`src/rtl/moore_stream_if.sv`:
```
// Stream/detector bundle for moore_stream_ctrl: word input handshake, serial
// detector link, and match reporting.
interface moore_stream_if #(
  parameter int WIDTH = 8,
  parameter int CNT_W = 8
);
  logic [WIDTH-1:0] data_in;
  logic             data_valid;
  logic             data_ready;
  logic             det_i;
  logic             det_o;
  logic             clear;
  logic             word_done;
  logic             match_in_word;
  logic [CNT_W-1:0] match_count;

  modport master (
    output data_in, data_valid, det_o, clear,
    input  data_ready, det_i, word_done, match_in_word, match_count
  );

  modport slave (
    input  data_in, data_valid, det_o, clear,
    output data_ready, det_i, word_done, match_in_word, match_count
  );
endinterface

```
`src/rtl/moore_stream_ctrl.sv`:
```
// Serializes words MSB first into an external Moore sequence detector and
// counts the detections it reports one cycle after each bit.
module moore_stream_ctrl #(
  parameter int WIDTH = 8,
  parameter int CNT_W = 8
) (
  input logic           clk,
  input logic           rst,
  moore_stream_if.slave s
);
  typedef enum logic [1:0] {IDLE, SHIFT, DRAIN, DONE} state_t;

  localparam int             BW   = (WIDTH > 1) ? $clog2(WIDTH) : 1;
  localparam logic [BW-1:0]  LAST = BW'(WIDTH - 1);
  localparam logic [CNT_W-1:0] MAX = '1;

  state_t           state;
  logic [WIDTH-1:0] sreg;
  logic [WIDTH-1:0] sreg_nxt;
  logic [BW-1:0]    bit_cnt;
  logic             flag;
  logic             hit;

  assign sreg_nxt = sreg << 1;

  // det_o lags det_i by one cycle: the first SHIFT cycle still shows the
  // response to idle zeros, and DRAIN carries the response to the last bit.
  assign hit = s.det_o && (((state == SHIFT) && (bit_cnt != '0)) || (state == DRAIN));

  always_ff @(posedge clk or posedge rst) begin
    if (rst) begin
      state           <= IDLE;
      sreg            <= '0;
      bit_cnt         <= '0;
      flag            <= 1'b0;
      s.det_i         <= 1'b0;
      s.data_ready    <= 1'b1;
      s.word_done     <= 1'b0;
      s.match_in_word <= 1'b0;
      s.match_count   <= '0;
    end else begin
      if (s.clear)
        s.match_count <= '0;
      else if (hit && (s.match_count != MAX))
        s.match_count <= s.match_count + 1'b1;

      s.word_done <= 1'b0;

      case (state)
        IDLE: begin
          if (s.data_valid) begin
            sreg         <= s.data_in;
            s.det_i      <= s.data_in[WIDTH-1];
            bit_cnt      <= '0;
            flag         <= 1'b0;
            s.data_ready <= 1'b0;
            state        <= SHIFT;
          end
        end
        SHIFT: begin
          if (hit) flag <= 1'b1;
          sreg    <= sreg_nxt;
          bit_cnt <= bit_cnt + 1'b1;
          if (bit_cnt == LAST) begin
            s.det_i <= 1'b0;
            state   <= DRAIN;
          end else begin
            s.det_i <= sreg_nxt[WIDTH-1];
          end
        end
        DRAIN: begin
          // Fold in the final sample so match_in_word is valid alongside word_done.
          s.match_in_word <= flag | hit;
          s.word_done     <= 1'b1;
          state           <= DONE;
        end
        DONE: begin
          s.data_ready <= 1'b1;
          state        <= IDLE;
        end
        default: state <= IDLE;
      endcase
    end
  end
endmodule

```
`src/flat_wrapper.sv`:
```
// flat-port wrapper written by rule: the top's interface ports become plain ports
module moore_stream_ctrl_flat 
#(
  parameter int WIDTH = 8,
  parameter int CNT_W = 8
)
  (clk, rst, s_data_in, s_data_valid, s_det_o, s_clear, s_data_ready, s_det_i, s_word_done, s_match_in_word, s_match_count);
  moore_stream_if #(.WIDTH(WIDTH), .CNT_W(CNT_W)) s_i ();
  input logic clk;
  input logic rst;
  input wire logic [$bits(s_i.data_in)-1:0] s_data_in;
  input wire logic [$bits(s_i.data_valid)-1:0] s_data_valid;
  input wire logic [$bits(s_i.det_o)-1:0] s_det_o;
  input wire logic [$bits(s_i.clear)-1:0] s_clear;
  output wire logic [$bits(s_i.data_ready)-1:0] s_data_ready;
  output wire logic [$bits(s_i.det_i)-1:0] s_det_i;
  output wire logic [$bits(s_i.word_done)-1:0] s_word_done;
  output wire logic [$bits(s_i.match_in_word)-1:0] s_match_in_word;
  output wire logic [$bits(s_i.match_count)-1:0] s_match_count;
  assign s_i.data_in = s_data_in;
  assign s_i.data_valid = s_data_valid;
  assign s_i.det_o = s_det_o;
  assign s_i.clear = s_clear;
  assign s_data_ready = s_i.data_ready;
  assign s_det_i = s_i.det_i;
  assign s_word_done = s_i.word_done;
  assign s_match_in_word = s_i.match_in_word;
  assign s_match_count = s_i.match_count;
  moore_stream_ctrl #(.WIDTH(WIDTH), .CNT_W(CNT_W)) u_core (.clk(clk), .rst(rst), .s(s_i));
endmodule
```
`config.mk`:
```
export PLATFORM = sky130hd
export DESIGN_NAME = moore_stream_ctrl_flat
export DESIGN_NICKNAME = d
export VERILOG_FILES = /design/src/rtl/moore_stream_if.sv /design/src/rtl/moore_stream_ctrl.sv /design/src/flat_wrapper.sv
export SDC_FILE = /design/constraint.sdc
export NUM_CORES = 1
export LEC_CHECK = 0
export BUFFER_PORTS_ARGS = -buffer_cell sky130_fd_sc_hd__buf_2
export CAP_MARGIN = 25
export CORE_MARGIN = 3
export CORE_UTILIZATION = 35
export CTS_CLUSTER_DIAMETER = 60
export DETAILED_ROUTE_END_ITERATION = 10
export SLEW_MARGIN = 20
export SYNTH_ARGS = -nofsm -noshare
export SYNTH_HDL_FRONTEND = slang
export SYNTH_SLANG_ARGS = --single-unit
```
`constraint.sdc`:
```
create_clock -name clk -period 2.3 [get_ports clk]
set_input_delay 0.23 -clock clk [delete_from_list [all_inputs] [get_ports clk]]
set_output_delay 0.23 -clock clk [all_outputs]
set_load 0.03 [all_outputs]
```
Yosys cells after proc, flatten, opt, wreduce, memory -nomap -nowiden:

Cells that the tools add are included.

* bits in registers: 25
* output and inout bits: 12
* input bits: 13

* eq/ne operators: 8
* reductions and logical operators: 13
* muxes and demuxes: 17
* $add $sub $neg: 2
* bitwise logic cells: 1

Operators with widths (number)
* $mux W8: 2
* $pmux W7 S2: 1
* $add A8 B1 Y8 const B: 1
* $ne A8 B8 Y1 const B: 1
* $pmux W2 S4: 1
* $mux W7: 1
* $pmux W1 S2: 3
* $pmux W3 S2: 1
* $reduce_and A2 Y1: 3
* $reduce_bool A2 Y1: 3
* $mux W1: 5
* $eq A2 B2 Y1 const B: 2
* $mux W2: 2
* $ne A2 B2 Y1 const B: 2
* $add A3 B1 Y3 const B: 1
* $eq A3 B3 Y1 const B: 1
* $logic_and A1 B1 Y1: 3
* $mux W3: 1
* $reduce_and A3 Y1: 1
* $reduce_bool A3 Y1: 1
* $eq A2 B1 Y1 const B: 1
* $logic_not A2 Y1: 1
* $ne A2 B1 Y1 const B: 1
* $logic_or A1 B1 Y1: 1
* $or A1 B1 Y1: 1

Longest topological paths before layout:

Gate-level depths: netlist of run 1.

* depth in word-level cells: 7
* mapped depth: 7
* depth with buffers taken out: 6

Worst setup path before layout of run 1:

OpenSTA, ideal clock, no wires.

* path type: register -> register
* start point: register u_core.state[0]
* end point: register u_core.s.match_count[4]
* setup time: 0.078 ns
* slack: 0.520 ns
* arrival time: 1.702 ns
* data required time: 2.222 ns
* cell stages (with the launch flop): 7
* cells stage by stage: dfrtp_1 inv_1 ha_1 o21ai_1 or2_1 or4_1 a21oi_1

* word-level cells in the longest chain between the ends: 6
* elaborated cells on any way between the ends: 7

RTL lines
* from (decl): RTL line moore_stream_ctrl.sv:17 `state_t state;`
* from (signal assigned): RTL line moore_stream_ctrl.sv:32 `state <= IDLE;`
* from (signal assigned): RTL line moore_stream_ctrl.sv:57 `state <= SHIFT;`
* from (signal assigned): RTL line moore_stream_ctrl.sv:66 `state <= DRAIN;`
* $eq A2 B1 Y1: RTL line moore_stream_ctrl.sv:28 `assign hit = s.det_o && (((state == SHIFT) && (bit_cnt != '0)) || (state == DRAIN));`
* $logic_and A1 B1 Y1: RTL line moore_stream_ctrl.sv:28
* $logic_or A1 B1 Y1 *: RTL line moore_stream_ctrl.sv:28
* $logic_and A1 B1 Y1 *: RTL line moore_stream_ctrl.sv:28
* $logic_and A1 B1 Y1 *: RTL line moore_stream_ctrl.sv:44 `else if (hit && (s.match_count != MAX))`
* $reduce_bool A2 Y1 (no source line) *
* to (signal assigned): RTL line moore_stream_ctrl.sv:45 `s.match_count <= s.match_count + 1'b1;`
* to (decl): RTL line moore_stream_if.sv:24 `output data_ready, det_i, word_done, match_in_word, match_count`

Every way passes the cells marked *; elsewhere a longest branch is shown, timed or not.
A chain may end at the register's enable or synchronous reset.

Worst setup path in the final report of run 1:

* start point: register u_core.state[0]
* end point: register u_core.s.match_count[0]

Same word-level chain as after synthesis.

==> impl_metrics.tcl, run 1 <==
set metrics [dict create \
    status "complete, no violations" \
    r2r-end "u_core.s.match_count[0]$_DFFE_PP0P_" \
    cts_setup_buffers 0 \
    wl_per_cell_um 13.2 \
    ioPinCount 25 \
    cts_max_path_buffers 2 \
    drtIter0Drc 41 \
    hold_viol_final 0 \
    hold_path.class "in2reg" \
    fmax_mhz 505 \
    num_antenna_cells 0 \
    finalSetupViolations 0 \
    synthAdderAreaFrac 0.0881 \
    grt_max_degree 26 \
    worstMarginPinSlew_ns 0.431 \
    drive_above_1_share 0.206 \
    use_met3 0.0238 \
    syn-instance-count 130 \
    path_class "reg2reg" \
    syn_area_per_cell_um2 9.84 \
    synth_mux_area_frac 0.0714 \
    cts_resized 0 \
    vias 1044 \
    dieArea_mm2 0.00441 \
    die_x_um 66.4 \
    ys_types 30 \
    drc_errors 0 \
    grt_pass1_vias 973 \
    yosys_warnings 0 \
    synth-compound-area-share 0.146 \
    port_buffers 24 \
    required_ns 2.53 \
    relSlewSlack 0.712 \
    clk_latency_ns 0.32 \
    period_minus_slack_ns 1.98 \
    final_cell_mix "buf_2, dfrtp_1, nand2_1" \
    holdPathStages 3 \
    layout.cells.non_filler 206 \
    grt_util_met2 0.208 \
    wl_um 2720 \
    nNetsFinal 183 \
    rows 21 \
    hp-start "s_data_in[0]" \
    end_kind "flop" \
    vias_per_cell 5.07 \
    cts_root_buf "clkbuf_4" \
    ys_seq_area_frac 0.490 \
    final_antenna_net_count 0 \
    max-vdd-ir-drop_mv 0.586 \
    h-tree-depth 1 \
    drtPass1Iterations 5 \
    synthXorXnorAreaFrac 0 \
    initial_utilization 0.374 \
    crit_path_max_fanout 6 \
    synth_top_family_by_area "simple AND/OR/NAND/NOR gates" \
    cp-start-kind "flop" \
    post-route-period-util 0.862 \
    drv_slew 0 \
    place_inst 201 \
    postLayoutCellArea_mm2 0.00151 \
    cts_made_buffers 3 \
    dp_hpwl_um 2040 \
    cts_tree "built" \
    grt_use_total 0.134 \
    grt-busiest-layer "met2" \
    place_area_mm2 0.00148 \
    die_h_um 66.4 \
    hold_slack_ns 0.147 \
    core-area_mm2 0.00342 \
    synth_seq_cells 25 \
    syn_area_mm2 0.00128 \
    grt_pass1_wl_um 4530 \
    clock-sinks 25 \
    r2r_slack_ns 0.32 \
    r2r_start "u_core.state[0]$_DFFE_PP0P_" \
    critPathArrivalTime_ns 2.21 \
    cellPowerDensity_mw_per_mm2 1090 \
    grt_use_met1 0.178 \
    max_cap_viol_count 0 \
    p_leak_nw 0.732 \
    synth.net_count 152 \
    globalplace.congestion 0.778 \
    tns_ns 0 \
    grt_overflow 0 \
    rsz0062_at_grt "no" \
    cts_hold_buf 1 \
    area_growth_pct 18.2 \
    min_to "u_core.sreg[0]$_DFFE_PP0P_" \
    antenna_found_initial 0 \
    path_clk_slew_ns 0.14 \
    r2r_cells 6 \
    skew_ns 0.00541 \
    synth-simple-area-share 0.175 \
]
## where the power goes
group | internal [mW] | total (mW) | switching, mW
sequential | 0.593 | 0.690 | 0.0967
clock | 0.0680 | 0.201 | 0.133
combinational | 0.289 | 0.759 | 0.470
total | 0.950 | 1.65 | 0.700
## per-layer routing
| layer | wire length, um | up-vias |
|---|---|---|
| met5 | 0 | - |
| met4 | 44 | 0 |
| met3 | 77 | 5 |
| met2 | 1310 | 16 |
| met1 | 1280 | 501 |
| li1 | - | 522 |
## synth_stat cells (all sizes together)
cell type  number  share of area
a32o            2          0.016
a311oi          1         0.0069
nor2b           3          0.015
mux2i           8          0.063
dfstp           1          0.021
a31oi           4          0.020
and4            1         0.0069
and2            1         0.0049
o21ai          13          0.051
ha              9          0.088
o21bai          1         0.0059
o31ai           1         0.0059
clkbuf          1         0.0029
o21a            1         0.0059
and4b           1         0.0078
nor3            4          0.016
inv             7          0.021
mux2            1         0.0088
nand2b          4          0.020
dfrtp          24           0.47
nand3           5          0.020
nor4            1         0.0049
nor2            7          0.021
or4             1         0.0059
a21oi           9          0.035
or2             1         0.0049
buf             2         0.0059
nand2          15          0.044
nor3b           1         0.0059
## stage by stage
stage | setup WS [ns] | utilization | power [mW]
after detailed placement | 0.357 | 0.432 | 1.47
final | 0.318 | 0.442 | 1.65
after CTS | 0.333 | 0.442 | 1.67
after global placement | 0.447 | 0.432 | 1.41
after global routing | 0.183 | 0.442 | 1.78
after floorplan | 0.520 | - | 1.24
## how the worst max path moves through the flow
stage                                            from                                  end  slack, ns
after global placement    u_core.state[0]$_DFFE_PP0P_  u_core.s.match_count[0]$_DFFE_PP0P_       0.45
after floorplan           u_core.state[0]$_DFFE_PP0P_  u_core.s.match_count[4]$_DFFE_PP0P_       0.52
after detailed placement  u_core.state[0]$_DFFE_PP0P_  u_core.s.match_count[0]$_DFFE_PP0P_       0.36
after global routing      u_core.state[0]$_DFFE_PP0P_  u_core.s.match_count[4]$_DFFE_PP0P_       0.18
after CTS                 u_core.state[0]$_DFFE_PP0P_  u_core.s.match_count[0]$_DFFE_PP0P_       0.33
final                     u_core.state[0]$_DFFE_PP0P_  u_core.s.match_count[0]$_DFFE_PP0P_       0.32
## cells by family after synthesis
kind of cell | after synthesis
AOI/OAI and AO/OA | 32
adders and majority gates | 9
buffers and inverters | 10
DFF | 25
muxes | 9
and+or+nand+nor | 45
## area by class of cell
type	count	area (um2)
inverters	7	26.3
clock buffers	4	26.3
fillers	354	1900
multi-input cells	95	614
well taps	46	57.6
repair buffers	29	160
flip-flops and latches	25	627
## critical path, stage by stage, from the launching register on
cell	delay, ns
dfrtp_1	0.43
inv_1	0.13
ha_1	0.27
o21ai_1	0.16
or2_1	0.28
a31oi_1	0.26
mux2_2	0.37
## flip-flops by register name, summed over array words and instances (netlist names)
signal / flops
u_core.s.det_i: 1
u_core.sreg: 7
u_core.s.word_done: 1
u_core.s.match_count: 8
u_core.bit_cnt: 3
u_core.state: 2
u_core.s.data_ready: 1
u_core.flag: 1
u_core.s.match_in_word: 1
Note: power is estimated with default switching activity, not from simulation.
==> inputs of run 2 (changes only) <==
CTS_BUF_LIST = sky130_fd_sc_hd__clkbuf_16   (was default)
==> impl_metrics.tcl, run 2 (synthesized netlist as in run 1, its figures left out) <==
set metrics [dict create \
    clk_latency_ns 0.26 \
    vias 1039 \
    largest_register "u_core.s.match_count" \
    swShare 0.391 \
    cts_root_buf "clkbuf_16" \
    drtIter0Drc 61 \
    power.internal_mw 1.12 \
    rows 21 \
    core-area_mm2 0.00342 \
    drv_slew 0 \
    cts_max_path_buffers 2 \
    cts_hold_buf 0 \
    port_buffers 24 \
    cts_tree "built" \
    cts_setup_buffers 0 \
    path_clk_slew_ns 0.06 \
    globalplace.congestion 0.778 \
    worstMarginPinSlew_ns 0.420 \
    largestRegisters "u_core.s.match_count (8), u_core.sreg (7), u_core.bit_cnt (3)" \
    antenna_found_initial 0 \
    switchingPower_mw 0.715 \
    dieArea_mm2 0.00441 \
    initial_utilization 0.374 \
    grt_max_degree 26 \
    vias_per_cell 5.07 \
    ioPinCount 25 \
    layout.cells.non_filler 205 \
    crit_path_max_fanout 6 \
    wl_per_cell_um 13.3 \
    area_growth_pct 21.5 \
    grt_overflow 0 \
    final.fill_count 355 \
    pre_cts_ws_ns 0.357 \
    power_mw 1.83 \
    pwr-share-comb 0.414 \
    drive_above_1_share 0.208 \
    grt_pass1_wl_um 4560 \
    critPathArrivalTime_ns 2.12 \
    tns_ns 0 \
    grt_pass1_vias 981 \
    grt_use_total 0.133 \
    cp-start-kind "flop" \
    cts_resized 0 \
    final_antenna_net_count 0 \
    setup_ws_ns 0.329 \
    status "complete, no violations" \
    p_leak_nw 0.755 \
    hold_path.class "in2async" \
    cts_made_buffers 3 \
    cellPowerDensity_mw_per_mm2 1180 \
    wl_um 2730 \
    dp_hpwl_um 2040 \
    final_cell_mix "buf_2, dfrtp_1, nand2_1" \
    end_kind "flop" \
    required_ns 2.45 \
    die_x_um 66.4 \
    crit_start "u_core.state[0]$_DFFE_PP0P_" \
    relSlewSlack 0.719 \
    finalSetupViolations 0 \
    hold_viol_final 0 \
    die_h_um 66.4 \
    path_class "reg2reg" \
    num_antenna_cells 0 \
    clock-sinks 25 \
    rsz0062_at_grt "no" \
    post-route-period-util 0.857 \
    largest_register_ffs 8 \
    period_minus_slack_ns 1.97 \
    place_inst 201 \
    nNetsFinal 182 \
    fmax_mhz 507 \
    max-vdd-ir-drop_mv 0.600 \
    r2r_start "u_core.state[0]$_DFFE_PP0P_" \
    skew_ns 0.00473 \
    drc_errors 0 \
    p_clk_frac 0.209 \
    drtPass1Iterations 4 \
    max_cap_viol_count 0 \
    h-tree-depth 1 \
    sequentialPowerShare 0.377 \
]
[run 2: changes by cell type in the layout (fill, tap and decap cells not counted)]
cell	before	now
clkbuf_1	1	0
clkbuf_16	0	3
clkbuf_4	3	0
dlygate4sd3_1	1	0
inv_1	7	8
[run 2: layer usage]
metal	part of all wire	global-route usage	vias up
met2	0.49	0.212	21
met5	0	0	-
met1	0.46	0.181	495
met3	0.038	0.0272	4
met4	0.013	0.0406	0
li1	-	-	519
[run 2: power by group through the flow]
stage / Combinational [mW] / Clock (mW) / Sequential, mW
after floorplan: 0.485 / 0 / 0.757
after global placement: 0.725 / 0 / 0.686
after detailed placement: 0.764 / 0 / 0.701
after CTS: 0.768 / 0.390 / 0.694
after global routing: 0.848 / 0.402 / 0.710
final: 0.757 / 0.383 / 0.691
[run 2: cell type report]
type / count / area [um2] / area share
Tap cell: 46 / 57.6 / 0.0370
Clock inverter: 1 / 3.75 / 0.00242
Inverter: 7 / 26.3 / 0.0169
Multi-Input combinational cell: 95 / 614 / 0.395
Timing Repair Buffer: 28 / 150 / 0.0966
Clock buffer: 3 / 75.1 / 0.0483
Sequential cell: 25 / 627 / 0.403
[run 2: final timing paths]
| kind | end | slack (ns) | cells after the start |
|---|---|---|---|
| worst max register to register | u_core.s.match_count[0]$_DFFE_PP0P_ | 0.33 | 6 |
| worst min register to register | u_core.sreg[0]$_DFFE_PP0P_ | 0.48 | 2 |
| worst max-delay path | u_core.s.match_count[0]$_DFFE_PP0P_ | 0.33 | 6 |
| min in group clk | u_core.sreg[0]$_DFFE_PP0P_ | 0.23 | 3 |
| worst min-delay path | u_core.s.match_count[5]$_DFFE_PP0P_ | 0.01 | 3 |
| max in group asynchronous | u_core.s.data_ready$_DFFE_PP1P_ | 2.00 | 3 |
[run 2: through the flow]
stage	instance area, um2	hold slack (ns)	util
finish	1550	0.00960	0.455
global route	1550	0.0469	0.455
CTS	1550	0.0254	0.455
detailed placement	1480	0.297	0.432
global placement	1480	0.300	0.432
floorplan	1280	0.257	-
[run 2: critical path, cell delays in order, from the launching register on]
cell and delay [ns]:
dfrtp_1 0.41, inv_1 0.13, ha_1 0.27, o21ai_1 0.16, or2_1 0.27, a31oi_1 0.25, mux2_2 0.37
==> inputs of run 3 (changes only) <==
ABC_AREA = 1   (was default)
clock period = 1.71 ns   (was 2.3 ns; I/O delays follow)
==> impl_metrics.tcl, run 3 <==
set metrics [dict create \
    min_to "u_core.sreg[0]$_DFFE_PP0P_" \
    r2r_slack_ns 0.21 \
    area_growth_pct 21.1 \
    syn-instance-count 168 \
    syn_area_mm2 0.00138 \
    period_minus_slack_ns 1.50 \
    yosys_warnings 0 \
    cellPowerDensity_mw_per_mm2 1570 \
    yosysTopAreaCell "dfrtp_1" \
    r2r_start "u_core.state[0]$_DFFE_PP0P_" \
    synth_ff_type "dfrtp_1" \
    largestRegisters "u_core.s.match_count (8), u_core.sreg (7), u_core.bit_cnt (3)" \
    cts_max_path_buffers 2 \
    initial_utilization 0.371 \
    clock-sinks 25 \
    post-route-period-util 0.878 \
    synth-simple-area-share 0.289 \
    dieArea_mm2 0.00473 \
    antenna_found_initial 0 \
    worstMarginPinSlew_ns 0.326 \
    pre_cts_ws_ns 0.166 \
    core-area_mm2 0.00372 \
    h-tree-depth 1 \
    cts_root_buf "clkbuf_16" \
    nNetsFinal 220 \
    drv_slew 0 \
    synth_top_family_by_area "simple AND/OR/NAND/NOR gates" \
    grt_overflow 0 \
    r2r_cells 7 \
    postLayoutCellArea_mm2 0.00167 \
    cp-start-kind "flop" \
    synthArstFlopShare 1.00 \
    crit_path_max_fanout 18 \
    final_common_cell "nand2_1" \
    synthTopCellsByCount "nand2_1, dfrtp_1, nor2_1" \
    critPathArrivalTime_ns 1.68 \
    setup_ws_ns 0.209 \
    tns_ns 0 \
    fmax_mhz 666 \
    holdPathStages 3 \
    power_mw 2.63 \
    drive_above_1_share 0.218 \
    synth_edf_count 0 \
    synth-compound-area-share 0.104 \
    ys_types 30 \
    rsz0062_at_grt "no" \
    hp-start "s_data_in[0]" \
    place_area_mm2 0.00156 \
    die_h_um 68.8 \
    ys_seq_area_frac 0.455 \
    vias_per_cell 4.68 \
    die_x_um 68.8 \
    p_leak_nw 0.839 \
    rows 22 \
    grt_pass1_wl_um 4710 \
    globalplace.congestion 0.720 \
    port_buffers 24 \
    final_cell_mix "nand2_1, buf_2, dfrtp_1" \
    hold_slack_ns 0.158 \
    max-vdd-ir-drop_mv 0.653 \
    vias 1146 \
    end_kind "flop" \
    path_class "reg2reg" \
    cts_made_buffers 3 \
    cts_tree "built" \
    path_clk_slew_ns 0.06 \
    synthXorXnorAreaFrac 0.0127 \
    num_antenna_cells 0 \
    required_ns 1.88 \
    drtPass1Iterations 4 \
    r2r-end "u_core.sreg[4]$_DFFE_PP0P_" \
    largest_register_ffs 8 \
    drtIter0Drc 78 \
    grt_max_degree 26 \
    status "complete, no violations" \
    grt_pass1_vias 1040 \
    grt_use_total 0.131 \
    relSlewSlack 0.783 \
    synth.net_count 190 \
    hold_viol_final 0 \
    synth.area.top_cells "dfrtp_1, nand2_1, ha_1" \
    largest_register "u_core.s.match_count" \
    wl_per_cell_um 11.3 \
    synthMostInstantiatedCell "nand2_1" \
    finalSetupViolations 0 \
    dp_hpwl_um 2010 \
    synthAdderAreaFrac 0.0817 \
    wl_um 2760 \
    synth_seq_cells 25 \
    synth_mux_area_frac 0 \
    clk_latency_ns 0.25 \
    syn_area_per_cell_um2 8.21 \
    final_antenna_net_count 0 \
    max_cap_viol_count 0 \
    ioPinCount 25 \
    drc_errors 0 \
    hold_path.class "in2reg" \
    skew_ns 0.00175 \
    yosys.area.top_type_share 0.436 \
]
## run 3: changes by cell type after synthesis, sizes merged, moves of 2 or more
cell | before | now
nor2b | 3 | 0
a31oi | 4 | 8
a21oi | 9 | 2
mux2i | 8 | 0
o21ai | 13 | 9
inv | 7 | 16
nand2 | 15 | 49
a32o | 2 | 0
nor2 | 7 | 22
nand2b | 4 | 0
nor3 | 4 | 2
nand3 | 5 | 16
## run 3: layer usage
layer | wire (um) | global-route usage | vias up
met5 | 0 | 0 | -
met1 | 1370 | 0.176 | 517
met4 | 11 | 0.0292 | 0
met3 | 143 | 0.0340 | 2
li1 | - | - | 600
met2 | 1240 | 0.211 | 27
## run 3: repair_timing
| action | CTS | global route |
|---|---|---|
| buffers inserted | 0 | 1 |
| hold buffers | 1 | 0 |
| endpoints found under the hold margin | 24 | 0 |
| gates resized for setup | 0 | 0 |
| endpoints found under the setup margin | 0 | 1 |
## run 3: area by class of cell
| cell class | count | area (um2) |
|---|---|---|
| Clock buffer | 3 | 75.1 |
| Clock inverter | 1 | 3.75 |
| Fill cell | 387 | 2050 |
| Inverter | 16 | 60.1 |
| Multi-Input combinational cell | 123 | 672 |
| Sequential cell | 25 | 627 |
| Tap cell | 48 | 60.1 |
| Timing Repair Buffer | 29 | 173 |
## run 3: where the power goes
| part | leakage (nW) | internal (mW) | total, mW | switching [mW] |
|---|---|---|---|---|
| Sequential | 0.308 | 0.811 | 0.940 | 0.129 |
| Combinational | 0.489 | 0.447 | 1.18 | 0.732 |
| Clock | 0.0423 | 0.312 | 0.509 | 0.197 |
| Total | 0.839 | 1.57 | 2.63 | 1.06 |
## run 3: metrics by stage
stage	cells	util
floorplan	168	-
global placement	239	0.420
detailed placement	239	0.420
CTS	244	0.444
global route	245	0.449
finish	245	0.449
## run 3: how the worst max path moves through the flow
stage,start,endpoint,slack (ns),cells past startpoint
floorplan,u_core.s.match_count[0]$_DFFE_PP0P_,u_core.s.match_count[5]$_DFFE_PP0P_,0.24,8
global placement,u_core.state[0]$_DFFE_PP0P_,u_core.sreg[4]$_DFFE_PP0P_,0.25,6
detailed placement,u_core.state[1]$_DFFE_PP0P_,u_core.sreg[4]$_DFFE_PP0P_,0.17,6
CTS,u_core.state[1]$_DFFE_PP0P_,u_core.sreg[4]$_DFFE_PP0P_,0.17,6
global route,u_core.state[1]$_DFFE_PP0P_,u_core.state[0]$_DFFE_PP0P_,0.08,7
finish,u_core.state[0]$_DFFE_PP0P_,u_core.sreg[4]$_DFFE_PP0P_,0.21,7
## run 3: worst max-delay path, cell delays in order, from the launching register on
cell,delay [ns]
dfrtp_1,0.40
inv_1,0.14
ha_1,0.26
nand2_1,0.16
o21ai_4,0.11
buf_12,0.16
nor2_1,0.04
a31oi_1,0.14
## run 3: kinds of logic after synthesis
| family | count (synthesis) |
|---|---|
| fa+ha+maj | 9 |
| compound gates | 22 |
| flops | 25 |
| simple gates | 90 |
| buf+inv | 20 |
| xor+xnor | 2 |
